File: config.mk
export PLATFORM = sky130hd
export DESIGN_NAME = vram_write_fifo_flat
export DESIGN_NICKNAME = d
export VERILOG_FILES = /design/src/rtl/vram_write_fifo_if.sv /design/src/rtl/vram_write_fifo.sv /design/src/flat_wrapper.sv
export SDC_FILE = /design/constraint.sdc
export NUM_CORES = 1
export LEC_CHECK = 0
export CELL_PAD_IN_SITES_DETAIL_PLACEMENT = 1
export CELL_PAD_IN_SITES_GLOBAL_PLACEMENT = 2
export CORE_MARGIN = 2
export CORE_UTILIZATION = 40
export DETAILED_ROUTE_END_ITERATION = 10
export PLACE_DENSITY_LB_ADDON = 0.25
export SKIP_CTS_REPAIR_TIMING = 1
export SLEW_MARGIN = 15
export SYNTH_ARGS = -nofsm -noshare
export SYNTH_HDL_FRONTEND = slang
export SYNTH_SLANG_ARGS = --single-unit
File: constraint.sdc
create_clock -name sdram_clock -period 16.48 [get_ports sdram_clock]
set_input_delay 3.296 -clock sdram_clock [delete_from_list [all_inputs] [get_ports sdram_clock]]
set_output_delay 3.296 -clock sdram_clock [all_outputs]
set_load 0.05 [all_outputs]
File: src/rtl/vram_write_fifo_if.sv
// Drain-side handshake between the VRAM write FIFO and the video-memory consumer.
// The FIFO drives the master side and the consumer drives the slave side.
interface vram_write_fifo_if;
  logic        vram_wr_valid;
  logic [14:0] vram_wr_address;
  logic [7:0]  vram_wr_data;
  logic        vram_wr_ready;

  modport master (
    output vram_wr_valid,
    output vram_wr_address,
    output vram_wr_data,
    input  vram_wr_ready
  );

  modport slave (
    input  vram_wr_valid,
    input  vram_wr_address,
    input  vram_wr_data,
    output vram_wr_ready
  );
endinterface

File: src/rtl/vram_write_fifo.sv
// Captures CPU byte writes to the CGA window into a small FWFT FIFO and drains them over valid/ready.
// Optional feature: define VRAM_FIFO_COALESCE_EN to merge repeated writes to the tail entry's offset.
module vram_write_fifo #(
  parameter int         DEPTH_LOG2 = 4,
  parameter logic [4:0] WINDOW_TAG = 5'h17
) (
  input  logic                  sdram_clock,
  input  logic                  sdram_reset,
  input  logic [19:0]           address,
  input  logic [7:0]            internal_data_bus,
  input  logic                  memory_write_n,
  output logic                  vram_write_ready,
  vram_write_fifo_if.master     vram_wr,
  output logic [DEPTH_LOG2:0]   fifo_level,
  output logic                  overflow,
  input  logic                  overflow_clear
);

  localparam int DEPTH = 1 << DEPTH_LOG2;
  localparam int CW    = DEPTH_LOG2 + 1;
  localparam int EW    = 23;

  typedef logic [DEPTH_LOG2-1:0] ptr_t;
  typedef logic [CW-1:0]         cnt_t;
  typedef logic [EW-1:0]         entry_t;

  localparam ptr_t   PTR_ZERO    = {DEPTH_LOG2{1'b0}};
  localparam ptr_t   PTR_ONE     = ptr_t'(1'b1);
  localparam cnt_t   CNT_ZERO    = {CW{1'b0}};
  localparam cnt_t   CNT_ONE     = cnt_t'(1'b1);
  localparam cnt_t   CNT_TWO     = cnt_t'(2'd2);
  localparam cnt_t   CNT_FULL    = cnt_t'(DEPTH);
  localparam cnt_t   CNT_AFULL   = cnt_t'(DEPTH - 1);
  localparam entry_t ENTRY_ZERO  = {EW{1'b0}};

  // Bus synchroniser stages; address/data ride one stage behind nothing, aligned with wr1/wr2.
  logic        wr1_q, wr1_d, wr2_q, wr2_d, wr3_q, wr3_d;
  logic [19:0] a1_q, a1_d, a2_q, a2_d;
  logic [7:0]  d1_q, d1_d, d2_q, d2_d;

  // FIFO storage and bookkeeping.
  entry_t entry_q [DEPTH];
  entry_t entry_d [DEPTH];
  ptr_t   wr_ptr_q, wr_ptr_d;
  ptr_t   rd_ptr_q, rd_ptr_d;
  cnt_t   count_q, count_d;
  logic   overflow_q, overflow_d;
  logic   write_ready_q, write_ready_d;

  logic   push_req;
  logic   pop;
  logic   full;
  logic   coalesce;
  logic   drop;
  logic   mem_we;
  ptr_t   mem_waddr;
  ptr_t   tail_ptr;
  entry_t new_entry;

  // Next-state of the synchroniser chain.
  always_comb begin
    wr1_d = ~memory_write_n;
    wr2_d = wr1_q;
    wr3_d = wr2_q;
    a1_d  = address;
    a2_d  = a1_q;
    d1_d  = internal_data_bus;
    d2_d  = d1_q;
  end

  // Push/pop decode and FIFO next-state.
  always_comb begin
    push_req  = wr2_q & ~wr3_q & (a2_q[19:15] == WINDOW_TAG);
    pop       = (count_q != CNT_ZERO) & vram_wr.vram_wr_ready;
    full      = (count_q == CNT_FULL);
    tail_ptr  = wr_ptr_q - PTR_ONE;
    new_entry = {a2_q[14:0], d2_q};
    coalesce  = 1'b0;
`ifdef VRAM_FIFO_COALESCE_EN
    // Never touch the tail while it is also the head being offered to the consumer.
    coalesce  = push_req & (count_q >= CNT_TWO) & (entry_q[tail_ptr][22:8] == a2_q[14:0]);
`else
    coalesce  = 1'b0;
`endif
    drop      = push_req & ~coalesce & full & ~pop;

    wr_ptr_d  = wr_ptr_q;
    mem_we    = 1'b0;
    mem_waddr = wr_ptr_q;
    count_d   = count_q;

    if (pop) begin
      rd_ptr_d = rd_ptr_q + PTR_ONE;
    end else begin
      rd_ptr_d = rd_ptr_q;
    end

    if (coalesce) begin
      mem_we    = 1'b1;
      mem_waddr = tail_ptr;
      count_d   = pop ? (count_q - CNT_ONE) : count_q;
    end else if (push_req && (!full || pop)) begin
      mem_we    = 1'b1;
      mem_waddr = wr_ptr_q;
      wr_ptr_d  = wr_ptr_q + PTR_ONE;
      count_d   = pop ? count_q : (count_q + CNT_ONE);
    end else begin
      count_d   = pop ? (count_q - CNT_ONE) : count_q;
    end

    if (drop) begin
      overflow_d = 1'b1;
    end else if (overflow_clear) begin
      overflow_d = 1'b0;
    end else begin
      overflow_d = overflow_q;
    end

    write_ready_d = (count_d >= CNT_AFULL) ? 1'b0 : 1'b1;
  end

  // Storage array next-state: a single write port.
  always_comb begin
    entry_d = entry_q;
    if (mem_we) begin
      entry_d[mem_waddr] = new_entry;
    end else begin
      entry_d = entry_q;
    end
  end

  // All state registers; reset discards every entry at once.
  always_ff @(posedge sdram_clock or posedge sdram_reset) begin
    if (sdram_reset) begin
      wr1_q         <= 1'b0;
      wr2_q         <= 1'b0;
      wr3_q         <= 1'b0;
      a1_q          <= 20'h00000;
      a2_q          <= 20'h00000;
      d1_q          <= 8'h00;
      d2_q          <= 8'h00;
      wr_ptr_q      <= PTR_ZERO;
      rd_ptr_q      <= PTR_ZERO;
      count_q       <= CNT_ZERO;
      overflow_q    <= 1'b0;
      write_ready_q <= 1'b1;
      for (int i = 0; i < DEPTH; i++) begin
        entry_q[i] <= ENTRY_ZERO;
      end
    end else begin
      wr1_q         <= wr1_d;
      wr2_q         <= wr2_d;
      wr3_q         <= wr3_d;
      a1_q          <= a1_d;
      a2_q          <= a2_d;
      d1_q          <= d1_d;
      d2_q          <= d2_d;
      wr_ptr_q      <= wr_ptr_d;
      rd_ptr_q      <= rd_ptr_d;
      count_q       <= count_d;
      overflow_q    <= overflow_d;
      write_ready_q <= write_ready_d;
      for (int i = 0; i < DEPTH; i++) begin
        entry_q[i] <= entry_d[i];
      end
    end
  end

  // Head is read straight from the array, giving first-word-fall-through behaviour.
  assign vram_wr.vram_wr_valid   = (count_q != CNT_ZERO);
  assign vram_wr.vram_wr_address = entry_q[rd_ptr_q][22:8];
  assign vram_wr.vram_wr_data    = entry_q[rd_ptr_q][7:0];
  assign fifo_level              = count_q;
  assign overflow                = overflow_q;
  assign vram_write_ready        = write_ready_q;

endmodule

File: src/flat_wrapper.sv
// flat-port wrapper written by rule: the top's interface ports become plain ports
module vram_write_fifo_flat 
#(
  parameter int         DEPTH_LOG2 = 4,
  parameter logic [4:0] WINDOW_TAG = 5'h17
)
  (sdram_clock, sdram_reset, address, internal_data_bus, memory_write_n, vram_write_ready, fifo_level, overflow, overflow_clear, vram_wr_vram_wr_valid, vram_wr_vram_wr_address, vram_wr_vram_wr_data, vram_wr_vram_wr_ready);
  vram_write_fifo_if vram_wr_i ();
  input  logic sdram_clock;
  input  logic sdram_reset;
  input  logic [19:0] address;
  input  logic [7:0] internal_data_bus;
  input  logic memory_write_n;
  output logic vram_write_ready;
  output logic [DEPTH_LOG2:0] fifo_level;
  output logic overflow;
  input  logic overflow_clear;
  output wire logic [$bits(vram_wr_i.vram_wr_valid)-1:0] vram_wr_vram_wr_valid;
  output wire logic [$bits(vram_wr_i.vram_wr_address)-1:0] vram_wr_vram_wr_address;
  output wire logic [$bits(vram_wr_i.vram_wr_data)-1:0] vram_wr_vram_wr_data;
  input wire logic [$bits(vram_wr_i.vram_wr_ready)-1:0] vram_wr_vram_wr_ready;
  assign vram_wr_vram_wr_valid = vram_wr_i.vram_wr_valid;
  assign vram_wr_vram_wr_address = vram_wr_i.vram_wr_address;
  assign vram_wr_vram_wr_data = vram_wr_i.vram_wr_data;
  assign vram_wr_i.vram_wr_ready = vram_wr_vram_wr_ready;
  vram_write_fifo #(.DEPTH_LOG2(DEPTH_LOG2), .WINDOW_TAG(WINDOW_TAG)) u_core (.sdram_clock(sdram_clock), .sdram_reset(sdram_reset), .address(address), .internal_data_bus(internal_data_bus), .memory_write_n(memory_write_n), .vram_write_ready(vram_write_ready), .vram_wr(vram_wr_i), .fifo_level(fifo_level), .overflow(overflow), .overflow_clear(overflow_clear));
endmodule
==> results of run 1 <==
## final cells by class
class                           count  area share [%]
Timing Repair Buffer               71            3.23
Clock buffer                       70            6.58
Sequential cell                   442            50.8
Clock inverter                     19            1.19
Inverter                            9           0.189
Multi-Input combinational cell    560            34.5
Tap cell                          615            3.53
## registers in the layout (all words and copies together) (netlist names)
name / count
u_core.overflow: 1
u_core.fifo_level: 5
u_core.wr1_q: 1
u_core.wr3_q: 1
u_core.a2_q: 20
u_core.rd_ptr_q: 4
u_core.d1_q: 8
u_core.mem_waddr: 4
u_core.vram_write_ready: 1
u_core.wr2_q: 1
u_core.a1_q: 20
u_core.entry_q: 368
u_core.d2_q: 8
## power by group through the flow
| stage | clock [mW] | combinational, mW | sequential (mW) |
|---|---|---|---|
| after floorplan | 0 | 0.339 | 1.18 |
| after global placement | 0 | 0.411 | 1.22 |
| after detailed placement | 0 | 0.414 | 1.22 |
| after CTS | 1.18 | 0.413 | 1.20 |
| after global routing | 1.22 | 0.432 | 1.21 |
| final | 1.14 | 0.402 | 1.20 |
## cell usage after synthesis (2+ instances only)
cell | instances | area share, %
sky130_fd_sc_hd__dfrtp_1 | 441 | 57
sky130_fd_sc_hd__mux2_2 | 318 | 19
sky130_fd_sc_hd__mux4_2 | 115 | 13
sky130_fd_sc_hd__mux2_4 | 40 | 3.1
sky130_fd_sc_hd__clkbuf_1 | 39 | 0.76
sky130_fd_sc_hd__buf_6 | 21 | 1.2
sky130_fd_sc_hd__buf_4 | 16 | 0.63
sky130_fd_sc_hd__buf_2 | 14 | 0.37
sky130_fd_sc_hd__and3_1 | 13 | 0.42
sky130_fd_sc_hd__mux2_1 | 11 | 0.65
sky130_fd_sc_hd__inv_1 | 9 | 0.18
sky130_fd_sc_hd__xnor2_1 | 8 | 0.37
sky130_fd_sc_hd__ha_1 | 7 | 0.46
sky130_fd_sc_hd__buf_1 | 5 | 0.098
sky130_fd_sc_hd__nand2_1 | 5 | 0.098
sky130_fd_sc_hd__nor2_1 | 5 | 0.098
sky130_fd_sc_hd__a21oi_1 | 3 | 0.078
sky130_fd_sc_hd__nor2b_1 | 3 | 0.098
sky130_fd_sc_hd__a2111oi_0 | 2 | 0.091
sky130_fd_sc_hd__a31oi_1 | 2 | 0.065
sky130_fd_sc_hd__and2_1 | 2 | 0.065
sky130_fd_sc_hd__nand3_1 | 2 | 0.052
sky130_fd_sc_hd__nand3_2 | 2 | 0.10
sky130_fd_sc_hd__nand3_4 | 2 | 0.18
sky130_fd_sc_hd__o21ai_0 | 2 | 0.052
## path summary, 6_finish.rpt
kind | cells past startpoint | slack (ns) | from | endpoint
max | 4 | 9.21 | u_core.rd_ptr_q[1]$_DFFE_PP0P_ | vram_wr_vram_wr_address[12]
min | 0 | 0.34 | u_core.a1_q[16]$_DFF_PP0_ | u_core.a2_q[16]$_DFF_PP0_
max reg2reg | 6 | 12.80 | u_core.fifo_level[0]$_DFF_PP0_ | u_core.entry_q[281]$_DFFE_PP0P_
min reg2reg | 0 | 0.34 | u_core.a1_q[16]$_DFF_PP0_ | u_core.a2_q[16]$_DFF_PP0_
max in group asynchronous | 4 | 10.74 | sdram_reset | u_core.entry_q[295]$_DFFE_PP0P_
min in group asynchronous | 2 | 3.26 | sdram_reset | u_core.wr1_q$_DFF_PP0_
## routing by layer
layer	GRT usage, %	vias to the layer above	wire length (um)
li1	-	4147	-
met1	24.9	5356	19300
met2	30.9	136	21700
met3	2.58	67	1490
met4	5.33	0	992
met5	0	-	0
## critical path: cells and delay by family, from the launching register on
family | cells | cell delay, ns
buf+inv | 2 | 1.53
mux | 2 | 0.97
flops | 1 | 0.83
## per-stage QoR
step	utilization (%)	cells	worst slack (ns)
final	45.8	1786	9.21
after global routing	45.8	1786	8.99
after CTS	45.8	1786	9.10
after detailed placement	42.3	1697	9.71
after global placement	42.3	1697	9.69
after floorplan	-	1107	0.870
## logic make-up (layout without fill, tap and decap cells)
family | after synthesis | count (layout)
xor gates and xnor gates | 9 | 9
DFF | 442 | 442
AOI/OAI and AO/OA | 16 | 16
adders and majority gates | 7 | 7
and+or+nand+nor | 44 | 44
buffers and inverters | 105 | 169
muxes | 484 | 484
==> run summary, run 1 <==
The flow ran to the end, and the final reports show no timing, DRC or antenna violations. The worst setup path is captured at an output pin. The initial standard-cell utilization of the core came out at around 40%. The part of the power in registers is approximately 44%. On the worst path, the slowest cell contributes a delay of 0.83 ns. The per-instance average area after synthesis is 17.3 sq um. The area fraction in compound gates after synthesis came out at less than 1%. The first-pass detailed-route iteration total is 4. CTS placed an instance of sky130_fd_sc_hd__clkbuf_16 at the clock tree root.

The critical path goes through buf_4 > mux4_2 > mux4_2 > clkdlybuf4s50_1. The tightest hold path in the finished design has a slack of 0.344 ns. The repair_antennas step left the layout with diodes totalling 0. The detailed router placed 9706 vias in this run.

The data required time at the worst endpoint is 13.18 ns. The max-slew violation count is 0. In the layout the commonest cells are sky130_fd_sc_hd__dfrtp_1, sky130_fd_sc_hd__mux2_2, sky130_fd_sc_hd__mux4_2. The routability-driven placement congestion ratio is 0.687. Of all nets on the critical path, the largest fanout is between 50 and 60.

The number of buffers created by CTS is 49. Net switching is 27.0% of the power. The area after detailed placement is 20100 sq um. The count of clock tree sinks is 442. The post-detailed-routing wire length is 43500 um. The insertion delay of the later-clocked pin in the worst-skew pair came out at around 0.57 ns. For the worst setup path, the data arrival time is approximately 4.0 ns. The total area of sequential cells is 11100 sq um. Setup repair after global routing left no endpoint under its margin. Measured against its own limit, the worst slew margin works out to between 20% and 30%. The clock tree buffer depth is 3. The pin count of the biggest net entering global routing came out at approximately 170.

The detail-routed net length per standard cell came out at between 20 and 25 um. In this run, the number of DRC markers left after iteration 0 of detailed routing was 469. The overall routing resource usage is a little under a fifth.

The xor/xnor cell area share of the yosys netlist came out at less than 1%. The critical path is of the register to output pin type. The combinational family with the most area after synthesis is multiplexers. Of the total synthesized cell area, the portion taken by AND, OR, NAND and NOR gates is 1.64%. Clock-pin slew was measured on the worst setup and hold paths at roughly 0.060 ns. The final antenna-violating net count came out at 0. The cell leakage power came out at 10.3 nW. The number of hold-slack violations in the final timing report came to 0. The total area inside the core boundary comes to 47500 sq um. Once detailed placement completed, the half-perimeter wirelength came to 22700 um. The number of H-tree branching levels is 2. The area added between synthesis and finish is 13.6%. The worst clock skew on the final layout is 0.0115 ns. The design draws 2.74 mW. The first global-routing pass estimated 68800 um of wire. The share of synthesized cell area in full adder, half adder and majority cells is 0.456%.

The clock network power share came out at 41.5%. In the routed design, unresolved DRC markers number 0. The layout cell share with drive strength beyond 1 came out at 50.1%. The post-route minimum period is 7.27 ns.

The cell count after synthesis came out at around 1100. The synthesized netlist occupies a cell area of 19200 sq um. Measured along the y axis, the die boundary spans roughly 220 um. The total overflow left after global routing is 0. The die is 223 um wide. The net count after synthesis is 1147.

The peak supply drop came out at about 0.067 mV. The I/O pin count is 64. The proportion of synthesized area in mux cells came out at 35.9%.

The count of standard-cell rows came out at 80. The register area share after synthesis is 57.6%. The cell seen most often among critical-path stages is sky130_fd_sc_hd__mux4_2. The number of warnings printed during yosys synthesis is 0.

The number of global-route vias before repair is 10885. For this run, the leading register cell type out of synthesis is sky130_fd_sc_hd__dfrtp_1. After synthesis the netlist holds a flip-flop and latch count of 442. The switching power summed over all nets is 0.741 mW.

Power spread over the standard cell area amounts to around 130 nW/um^2. The die covers 49800 sq um. The share of synthesized flip-flops with an asynchronous set or reset is 100%. The final non-filler cell area came out at 21800 sq um. Using the TritonRoute via totals, the vias-per-cell ratio works out to 5.43.

The final net count is roughly 1200. The number of buffer cells added on primary ports is 63. The number of distinct standard cells referenced by the synthesized netlist is 45. The achievable clock frequency came out at 138 MHz. After layout, the worst path uses 44.1% of the clock period. The number of fill cells in the layout is 4452. STA classifies the critical path startpoint as a register. For the pin with the worst max-slew slack, the measured transition is ~1.1 ns. In this run, synthesis inferred 0 flip-flops with an integrated enable. The final setup TNS came out at 0 ns.

The area used by multi-input combinational logic is 7520 sq um. The setup-violating endpoint count in the final report came out at 0. The max-cap check violation count is 0. The total internal power is 2.00 mW. The slowest stage of the critical path is the sky130_fd_sc_hd__dfrtp_4 cell. The initial antenna violation count came out at 1.

The logic gate share of total power came out at about 15%. The library cell used most frequently in the layout, excluding fill and tap cells, is sky130_fd_sc_hd__dfrtp_1. The worst hold path belongs to the class register to register. TritonCTS built the clock tree.
No activity file was read; power rests on OpenSTA's default activity.
==> inputs of run 2 (changes only) <==
==> constraint.sdc (replaced) <==
create_clock -name sdram_clock -period 7.5 [get_ports sdram_clock]
set_input_delay 1.5 -clock sdram_clock [delete_from_list [all_inputs] [get_ports sdram_clock]]
set_output_delay 1.5 -clock sdram_clock [all_outputs]
set_load 0.05 [all_outputs]
==> run 2 against run 1 <==
Global-route usage about the same. Design area up 0.41%. Combinational power up 100%. Count of clock-buffer cells in the layout up 6. First-iteration DRC count up 5.8%. Sequential power up 130%. Cell count up 0.17%. Clock power up 130%. Register-to-register slack worse by 9.0 ns. Clock skew up 0.0026 ns. Critical path type unchanged.
==> run summary, run 2 (synthesis gave the netlist of run 1 again) <==
Run status: finished clean (unchanged). The sum of internal, switching and leakage power is 6.11 mW (was 2.74 mW). The final antenna-violating net count came to 0 (unchanged). The final setup slack of the worst path is 2.03 ns (was 9.21 ns). Leading registers by flop count: u_core.entry_q (368), u_core.a1_q (20), u_core.a2_q (20) (unchanged). The number of hold-slack violations in the final timing report was 0 (unchanged). The detail-routed net length per standard cell came out at 24.5 um (was 24.3 um). The placed wire-length estimate after detailed placement came out at 22800 um (was 22700 um). The flip-flop count of the largest register after layout came out at 368 (unchanged).

The switching power as a share of total power is 26.7% (was 27.0%). The family with the most delay on the worst path was buffers and inverters (unchanged). The antenna cell count is 0 (unchanged).

The layout cell share with drive strength beyond 1 is 49.9% (was 50.1%). The insertion delay of the later-clocked pin in the worst-skew pair came out at 0.57 ns (about the same). The clock network power share was 42.1% (was 41.5%). The DRC marker count from the first detailed-route iteration is 496 (was 469). The arrival time at the worst endpoint came out at 3.97 ns (about the same). The post-detailed-routing wire length is 43800 um (was 43500 um). The number of H-tree branching levels was 2 (unchanged). The I/O pin count is 64 (unchanged). The final standard cell utilization of the core is 46.0% (was 45.8%).

The class of the most critical setup path was register to output pin (unchanged). The count of clock tree sinks came out at 442 (unchanged). The area added between synthesis and finish came out at 14.0% (was 13.6%). The maximum fanout along the worst path was 66 (was 56). The initial antenna violation count is 0 (was 1).

The clock tree buffer depth came to 3 (unchanged). The y dimension of the die is 223 um (unchanged). The cell seen most often among critical-path stages is sky130_fd_sc_hd__mux4_2 (unchanged). The core outline area is 47500 sq um (unchanged).

The count of standard-cell rows is 80 (unchanged). The final setup TNS is 0 ns (unchanged). The share of the clock period used by the worst path is 72.9%.

The first-pass detailed-route iteration total is 4 (unchanged). The delay of the slowest cell on the worst path came out at 1.13 ns (was 0.83 ns). The endpoint kind of the worst setup timing path is an output pin (unchanged). The worst clock skew on the final layout came out at 0.0141 ns (was 0.0115 ns).

The part of the power in registers is 44.5% (was 43.8%). Worst path cell trace: buf_4 > mux4_2 > mux4_2 > clkdlybuf4s50_1 (unchanged). The peak supply drop came to 0.171 mV (was 0.0672 mV). The vias per cell came out at 5.38 (was 5.43). The register with the most flip-flops is u_core.entry_q (unchanged). The cell leakage power came out at 10.4 nW (was 10.3 nW). The total internal power is 4.48 mW (was 2.00 mW).

RSZ-0062 raised after global routing: no (unchanged). The worst-margin pin slew came out at 1.09 ns (was 1.11 ns). The routability-driven placement congestion ratio came out at 0.686 (was 0.687). The overall routing resource usage came out at 18.4% (about the same). The commonest non-fill, non-tap cell in the layout is sky130_fd_sc_hd__dfrtp_1 (unchanged). The switching power summed over all nets came to 1.63 mW (was 0.741 mW).

The data required time at the worst endpoint is 6.00 ns (was 13.18 ns). The setup slack after placement came out at 2.54 ns (was 9.71 ns). The headroom to the max-slew limit is 27.6% (was 25.6%).

The max-cap check violation count is 0 (unchanged). The cell at the root of the clock tree is sky130_fd_sc_hd__clkbuf_16 (unchanged). The horizontal die dimension is 223 um (unchanged).

The die area is 49800 sq um (unchanged). The achievable clock frequency is 183 MHz. The pin count of the biggest net entering global routing came out at 177 (was 172).

The total DRC errors in the routed layout is 0 (unchanged). The class of the tightest hold or removal check is register to register (unchanged). The via count of the routed design came out at 9622 (was 9706). The number of buffers created by CTS was 49 (unchanged). Most frequent cells in the layout: sky130_fd_sc_hd__dfrtp_1, sky130_fd_sc_hd__mux2_2, sky130_fd_sc_hd__mux4_2 (unchanged). The total power per unit cell area is 279 nW/um^2 (was 126 nW/um^2). The kind of launch point of the worst setup path is a register (unchanged). The cell with the largest stage delay on the worst path is sky130_fd_sc_hd__dfrtp_4 (unchanged). The CTS tree was built (unchanged). The number of buffer cells added on primary ports came out at 63 (unchanged). The final net count is 1174 (was 1173). The setup-violating endpoint count in the final report came out at 0 (unchanged).

The clock transition time at the flip-flop clock pins of the worst setup and hold paths is 0.06 ns (about the same). The aggregate global routing overflow came out at 0 (unchanged). The global-route wire length before repair is 68800 um (about the same).

The post-route minimum period came out at 5.47 ns. The buffers plus inverters on the worst setup path was 2 (unchanged). The max-slew violation count was 0 (unchanged). The initial standard-cell utilization of the core is 40.4% (unchanged). The logic gate share of total power was 13.4% (was 14.7%). The number of global-route vias before repair is 10954 (was 10885).
-- run 2: cell count changes in the layout (fill, tap and decap cells not counted), sizes merged --
cell,delta
buf,+1
bufinv,+1
clkbuf,+6
clkinv,-5
-- run 2: power by group through the flow --
| stage | Sequential [mW] | Clock [mW] | Combinational, mW |
|---|---|---|---|
| CTS | 2.73 | 2.65 | 0.840 |
| floorplan | 2.58 | 0 | 0.745 |
| detailed placement | 2.77 | 0 | 0.840 |
| global placement | 2.76 | 0 | 0.825 |
| finish | 2.72 | 2.57 | 0.820 |
| global route | 2.75 | 2.75 | 0.880 |
-- run 2: through the flow --
step	std cells	hold WS, ns	instance area (sq um)
detailed placement	1698	0.336	20100
floorplan	1107	0.331	19200
finish	1789	0.346	21900
global placement	1698	0.331	20100
CTS	1789	0.349	21900
global route	1789	0.350	21900
-- run 2: worst paths after layout --
path | cells after the start | from | slack [ns] | to
setup / recovery | 4 | u_core.rd_ptr_q[1]$_DFFE_PP0P_ | 2.03 | vram_wr_vram_wr_address[9]
hold / removal | 0 | u_core.d1_q[5]$_DFF_PP0_ | 0.35 | u_core.d2_q[5]$_DFF_PP0_
setup reg to reg | 6 | u_core.fifo_level[0]$_DFF_PP0_ | 3.78 | u_core.entry_q[309]$_DFFE_PP0P_
hold reg to reg | 0 | u_core.d1_q[5]$_DFF_PP0_ | 0.35 | u_core.d2_q[5]$_DFF_PP0_
max in group asynchronous | 3 | sdram_reset | 4.67 | u_core.entry_q[6]$_DFFE_PP0P_
min in group asynchronous | 2 | sdram_reset | 1.42 | u_core.a1_q[17]$_DFF_PP0_
-- run 2: per-layer routing --
layer,share of wire (%),vias up,track usage (%)
li1,-,4154,-
met1,46,5269,25.4
met2,49,141,30.4
met3,3.2,58,2.83
met4,1.9,0,5.04
met5,0,-,0
-- run 2: layout make-up --
cell class	count	area, sq um
fillers	4415	25700
multi-input cells	560	7520
flip-flops and latches	442	11100
repair buffers	72	736
inverters	9	37.5
clock inverters	15	254
clock buffers	76	1500
well taps	615	769
